**src/rtl/seg_display_scanner.sv**
```systemverilog
// seg_display_scanner: N-digit multiplexed seven-segment driver with hex/BCD modes, zero blanking, dp and blink
// Ports: clk, rst (async, active-high); value/load/dec_mode load a new value to show;
// blank_lz, dp_mask, blink_mask are live display controls; busy flags a decimal conversion;
// overflow flags a decimal value too large to show; display/dp/digit drive the active-low display.
module seg_display_scanner #(
  parameter int NUM_DIGITS  = 4,
  parameter int REFRESH_DIV = 16,
  parameter int BLINK_SCANS = 64
) (
  input  logic                    clk,
  input  logic                    rst,
  input  logic [4*NUM_DIGITS-1:0] value,
  input  logic                    load,
  input  logic                    dec_mode,
  input  logic                    blank_lz,
  input  logic [NUM_DIGITS-1:0]   dp_mask,
  input  logic [NUM_DIGITS-1:0]   blink_mask,
  output logic                    busy,
  output logic                    overflow,
  output logic [6:0]              display,
  output logic                    dp,
  output logic [NUM_DIGITS-1:0]   digit
);
  localparam int VAL_W = 4 * NUM_DIGITS;
  localparam int IW = NUM_DIGITS > 1 ? $clog2(NUM_DIGITS) : 1;
  localparam int BW = BLINK_SCANS > 1 ? $clog2(BLINK_SCANS) : 1;
  localparam int CW = $clog2(VAL_W);
  localparam logic [IW-1:0] LAST = IW'(NUM_DIGITS - 1);
  localparam logic [BW-1:0] BLAST = BW'(BLINK_SCANS - 1);
  localparam logic [CW-1:0] CLAST = CW'(VAL_W - 1);
  function automatic logic [63:0] pow10(input int n);
    logic [63:0] p;
    p = 64'd1;
    for (int k = 0; k < n; k++) p = p * 64'd10;
    return p;
  endfunction
  localparam logic [VAL_W-1:0] LIMIT = VAL_W'(pow10(NUM_DIGITS));
  localparam logic [6:0] SEG [16] = '{
    7'b1000000, 7'b1111001, 7'b0100100, 7'b0110000,
    7'b0011001, 7'b0010010, 7'b0000010, 7'b1111000,
    7'b0000000, 7'b0010000, 7'b0001000, 7'b0000011,
    7'b1000110, 7'b0100001, 7'b0000110, 7'b0001110
  };
  logic [REFRESH_DIV-1:0] cnt;
  logic [IW-1:0]          idx;
  logic [BW-1:0]          bcnt;
  logic                   blink_on;
  logic [VAL_W-1:0]       shown, sreg, bcd, bcd_adj, bcd_nxt;
  logic [CW-1:0]          bit_cnt;
  logic                   ovf_pend;
  logic                   tick, wrap, hide, z;
  logic [NUM_DIGITS-1:0]  lz;
  logic [3:0]             nib;
  logic [6:0]             seg_n;
  logic                   dp_n;
  assign tick = &cnt;
  assign wrap = tick && idx == LAST;
  // one double-dabble step: add 3 to every BCD digit >= 5, then shift in the next binary bit
  always_comb begin
    bcd_adj = bcd;
    for (int k = 0; k < NUM_DIGITS; k++)
      bcd_adj[4*k +: 4] = bcd[4*k +: 4] >= 4'd5 ? bcd[4*k +: 4] + 4'd3 : bcd[4*k +: 4];
    bcd_nxt = {bcd_adj[VAL_W-2:0], sreg[VAL_W-1]};
  end
  // lz[k] is set when digit k and every more-significant digit are zero
  always_comb begin
    z  = 1'b1;
    lz = '0;
    for (int k = NUM_DIGITS - 1; k >= 0; k--) begin
      z     = z & (shown[4*k +: 4] == 4'd0);
      lz[k] = z;
    end
  end
  assign nib   = shown[4*idx +: 4];
  assign hide  = blink_mask[idx] & ~blink_on;
  assign seg_n = hide ? 7'h7F :
                 overflow ? 7'b0111111 :
                 (blank_lz && idx != '0 && lz[idx]) ? 7'h7F : SEG[nib];
  assign dp_n  = hide | ~dp_mask[idx];
  always_ff @(posedge clk or posedge rst) begin
    if (rst) begin
      cnt      <= '0;
      idx      <= '0;
      bcnt     <= '0;
      blink_on <= 1'b1;
      shown    <= '0;
      sreg     <= '0;
      bcd      <= '0;
      bit_cnt  <= '0;
      ovf_pend <= 1'b0;
      busy     <= 1'b0;
      overflow <= 1'b0;
      digit    <= '1;
      display  <= 7'h7F;
      dp       <= 1'b1;
    end else begin
      cnt <= cnt + 1'b1;
      if (tick) begin
        digit   <= ~(NUM_DIGITS'(1) << idx);
        display <= seg_n;
        dp      <= dp_n;
        idx     <= idx == LAST ? '0 : idx + 1'b1;
      end
      if (wrap) begin
        bcnt <= bcnt == BLAST ? '0 : bcnt + 1'b1;
        if (bcnt == BLAST) blink_on <= ~blink_on;
      end
      if (busy) begin
        sreg    <= {sreg[VAL_W-2:0], 1'b0};
        bcd     <= bcd_nxt;
        bit_cnt <= bit_cnt + 1'b1;
        if (bit_cnt == CLAST) begin
          shown    <= bcd_nxt;
          overflow <= ovf_pend;
          busy     <= 1'b0;
        end
      end else if (load) begin
        if (dec_mode) begin
          sreg     <= value;
          bcd      <= '0;
          bit_cnt  <= '0;
          ovf_pend <= value >= LIMIT;
          busy     <= 1'b1;
        end else begin
          shown    <= value;
          overflow <= 1'b0;
        end
      end
    end
  end
endmodule

```
**config.mk**
```make
export PLATFORM = sky130hd
export DESIGN_NAME = seg_display_scanner
export DESIGN_NICKNAME = d
export VERILOG_FILES = /design/src/rtl/seg_display_scanner.sv
export SDC_FILE = /design/constraint.sdc
export NUM_CORES = 1
export LEC_CHECK = 0
export BUFFER_PORTS_ARGS = -buffer_cell sky130_fd_sc_hd__buf_2
export CAP_MARGIN = 40
export CELL_PAD_IN_SITES_DETAIL_PLACEMENT = 1
export CELL_PAD_IN_SITES_GLOBAL_PLACEMENT = 1
export CORE_UTILIZATION = 30
export CTS_CLUSTER_DIAMETER = 200
export DETAILED_ROUTE_END_ITERATION = 8
export GPL_TIMING_DRIVEN = 0
export PLACE_DENSITY_LB_ADDON = 0.1
export SETUP_SLACK_MARGIN = 0.15
export SLEW_MARGIN = 20
export SYNTH_ARGS = -nofsm -noshare
export SYNTH_HDL_FRONTEND = slang
export SYNTH_SLANG_ARGS = --single-unit
```
**constraint.sdc**
```tcl
create_clock -name clk -period 6.6 [get_ports clk]
set_input_delay 0.66 -clock clk [delete_from_list [all_inputs] [get_ports clk]]
set_output_delay 0.66 -clock clk [all_outputs]
set_load 0.02 [all_outputs]
```
==> flow_summary_export.csv <==
group,metric,value,unit
timing,slew_headroom,0.498,
yosys,avgSynthCellArea,10.3,um^2
final_layout,drive_gt1_frac,0.156,
final_layout,fin_cells,735,
critical_path,required,6.88,ns
final_layout,area_growth,18.1,%
cts,cts_buffer_depth,2,
critical_path,cp_max_fo,9,
cts,cts_buffers,9,
job,maxCapViolCount,0,
run_status,run_status,"finished, final reports clean",
yosys,synthArstFlopShare,1.00,
yosys,synth_cell_types,48,
global_routing,antenna_found_initial,0,
floorplan,die_w,128,um
global_routing,overflow,0,
place,post-place-cells,719,
yosys,synth_area_leaders,"dfrtp_1, dfstp_2, ha_1, o21ai_0, nand2_1",
floorplan,die_h,128,um
timing,setup_viol,0,
timing,layout_min_cycle_time,2.44,ns
drt,routed_wl,12600,um
place,port_buffers,42,
timing,worstMarginPinSlew,0.753,ns
cts,postCtsHoldBufs,0,
yosys,ys_ff_latch,92,
critical_path,endpoint_kind,"flop",
floorplan,start_util,0.311,
yosys,ys.flop_type,"dfrtp_1",
global_routing,gr-usage-all-layers,0.167,
drt,drc,0,
timing,fin_skew,0.00788,ns
global_routing,grt_pass1_vias,3857,
timing,drv_slew,0,
final_layout,n_antenna_cell,0,
place,dp_hpwl,9240,um
drt,drt-vias-per-instance,4.99,
final_layout,nets,569,
timing,fin_crit_sh,0.370,
floorplan,design.core.area,15400,um^2
yosys,synth_area_leader_cell,"dfrtp_1",
critical_path,crit_path_top_delay_cell,"mux4_1",
timing,rsz0062_at_grt,"false",
cts,cts_max_level,3,
floorplan,io_pins,43,
yosys,syn-num-nets,515,
floorplan,die_area,16400,um^2
drt,dr.pass1.iters,4,
power,power.density,420,nW/um^2
cts,post_cts_buffers,0,
worst_hold_path,hp-class,"input port to asynchronous set/reset pin",
power,p_leak,2.67,nW
cts,cts_resized,0,
yosys,seq_area_frac_synth,0.485,
cts,path_clk_slew,0.07,ns
drt,drt_iter0_drc,110,
yosys,synth_warnings,0,
critical_path,crit_type,"flop to flop",
cts,cts_tree,"yes",
yosys,synth_edf_count,0,
yosys,synth.most_common_cell,"dfrtp_1",
critical_path,path_cells,"buf_6 > mux4_1 > ha_1 > mux2_1 > a22oi_1 > nor2_1 > o32a_1",
global_routing,grt_pass1_wl,20800,um
cts,cts_sinks,92,
yosys,syn_inst,465,
timing,hold_viol_final,0,
cts,cts_root_buf,"clkbuf_16",
critical_path,crit_arrival,2.72,ns
global_routing,grt_start_max_net_pins,72,
yosys,yosysTopAreaCellShare,0.413,
yosys,synth_common_cells,"dfrtp_1, nand2_1, o21ai_0, mux2i_1, ha_1",
critical_path,start_kind,"flop",
drt,vias,3664,
drt,post_drt_wl_per_cell,17.2,um
cts,clk-insertion-delay-late,0.35,ns
place,gp_congestion,0.769,
power,ir_drop,0.203,mV
critical_path,cpPeakStageDelay,0.68,ns
floorplan,row_count,45,
drt,postRouteAntennaNets,0,
timing,fin_tns_setup,0,ns
yosys,synthesis.area,4780,um^2
timing,fmax,0.410,GHz
-- power by group --
group | internal, mW | switching, mW | total, mW
Clock | 0.392 | 0.232 | 0.625
Combinational | 0.378 | 0.540 | 0.918
Sequential | 0.708 | 0.121 | 0.829
Total | 1.48 | 0.893 | 2.37
-- metal layers --
metal / global-route usage / share of wire
met5: 0 / 0
met3: 0.0238 / 0.021
met1: 0.215 / 0.48
met4: 0.0706 / 0.018
met2: 0.279 / 0.48
-- layout by cell type (no fill, tap or decap), types with 3 or more instances in the layout --
cell type / synthesis / layout
dfstp_2: 13 / 13
bufinv_16: 0 / 3
and3_1: 11 / 11
ha_1: 21 / 21
and2_1: 3 / 3
mux4_2: 4 / 4
o21ai_1: 4 / 4
a22o_1: 6 / 6
xnor2_1: 20 / 20
mux4_1: 3 / 3
clkbuf_16: 0 / 9
o31ai_1: 3 / 3
nand4_1: 3 / 3
dfrtp_1: 79 / 79
nand2_1: 59 / 59
a211oi_1: 9 / 9
clkbuf_1: 19 / 19
o22a_1: 4 / 4
and4_1: 3 / 3
nand2b_1: 5 / 5
o21ai_0: 49 / 49
inv_1: 16 / 15
a21oi_1: 17 / 17
buf_2: 1 / 43
nor3_1: 5 / 5
mux2i_1: 22 / 22
nor4_1: 5 / 5
xor2_1: 5 / 5
nand3_1: 18 / 18
nor2_1: 15 / 15
a31oi_1: 3 / 3
a21o_1: 16 / 16
buf_6: 3 / 3
-- registers in the layout, summed over array words and instances, names as in the netlist --
name / count
bcd: 16
bcnt: 6
bit_cnt: 4
blink_on: 1
busy: 1
cnt: 16
digit: 4
display: 7
dp: 1
idx: 2
overflow: 1
ovf_pend: 1
shown: 16
sreg: 16
-- per-stage QoR --
stage	util	setup slack [ns]	instance area, um^2	hold slack, ns	total power [mW]
floorplan	-	3.57	4780	0.435	1.47
global placement	0.342	2.19	5260	0.453	1.73
detailed placement	0.344	4.12	5290	0.457	1.76
CTS	0.368	4.12	5650	0.243	2.41
global route	0.368	4.00	5650	0.260	2.56
finish	0.368	4.16	5650	0.247	2.37
-- critical path, delay by kind of cell, from the launching register on --
| kind | cells | cell delay [ns] |
|---|---|---|
| flops | 1 | 0.39 |
| fa+ha+maj | 1 | 0.27 |
| buf+inv | 1 | 0.17 |
| compound gates | 2 | 0.46 |
| mux | 2 | 0.98 |
| simple gates | 1 | 0.09 |
-- path summary, 6_finish.rpt --
check,from,endpoint,slack (ns),cells past startpoint
worst min register to register,digit[2],digit[2],0.46,2
min in group clk,digit[2],digit[2],0.46,2
worst max register to register,idx[0],display[6],4.16,7
worst min-delay path,rst,bcd[15],0.25,2
worst max-delay path,idx[0],display[6],4.16,7
max in group asynchronous,rst,digit[3],5.69,3
-- cells by family after synthesis --
family,synth area share
AND/OR/NAND/NOR,0.134
adder cells (fa/ha/maj),0.0549
XOR/XNOR,0.0458
multiplexers,0.0884
AO/OA/AOI/OAI,0.155
flip-flops,0.485
buffers and inverters,0.0372
-- cell type report --
cell class	count	area (um^2)
clock inverter	5	108
timing repair buffer	43	238
tap	211	264
multi-input combinational	332	2290
sequential	92	2320
buffer	24	114
fill	1746	9720
inverter	17	68.8
clock buffer	11	253
No activity file was read; power rests on OpenSTA's default activity.
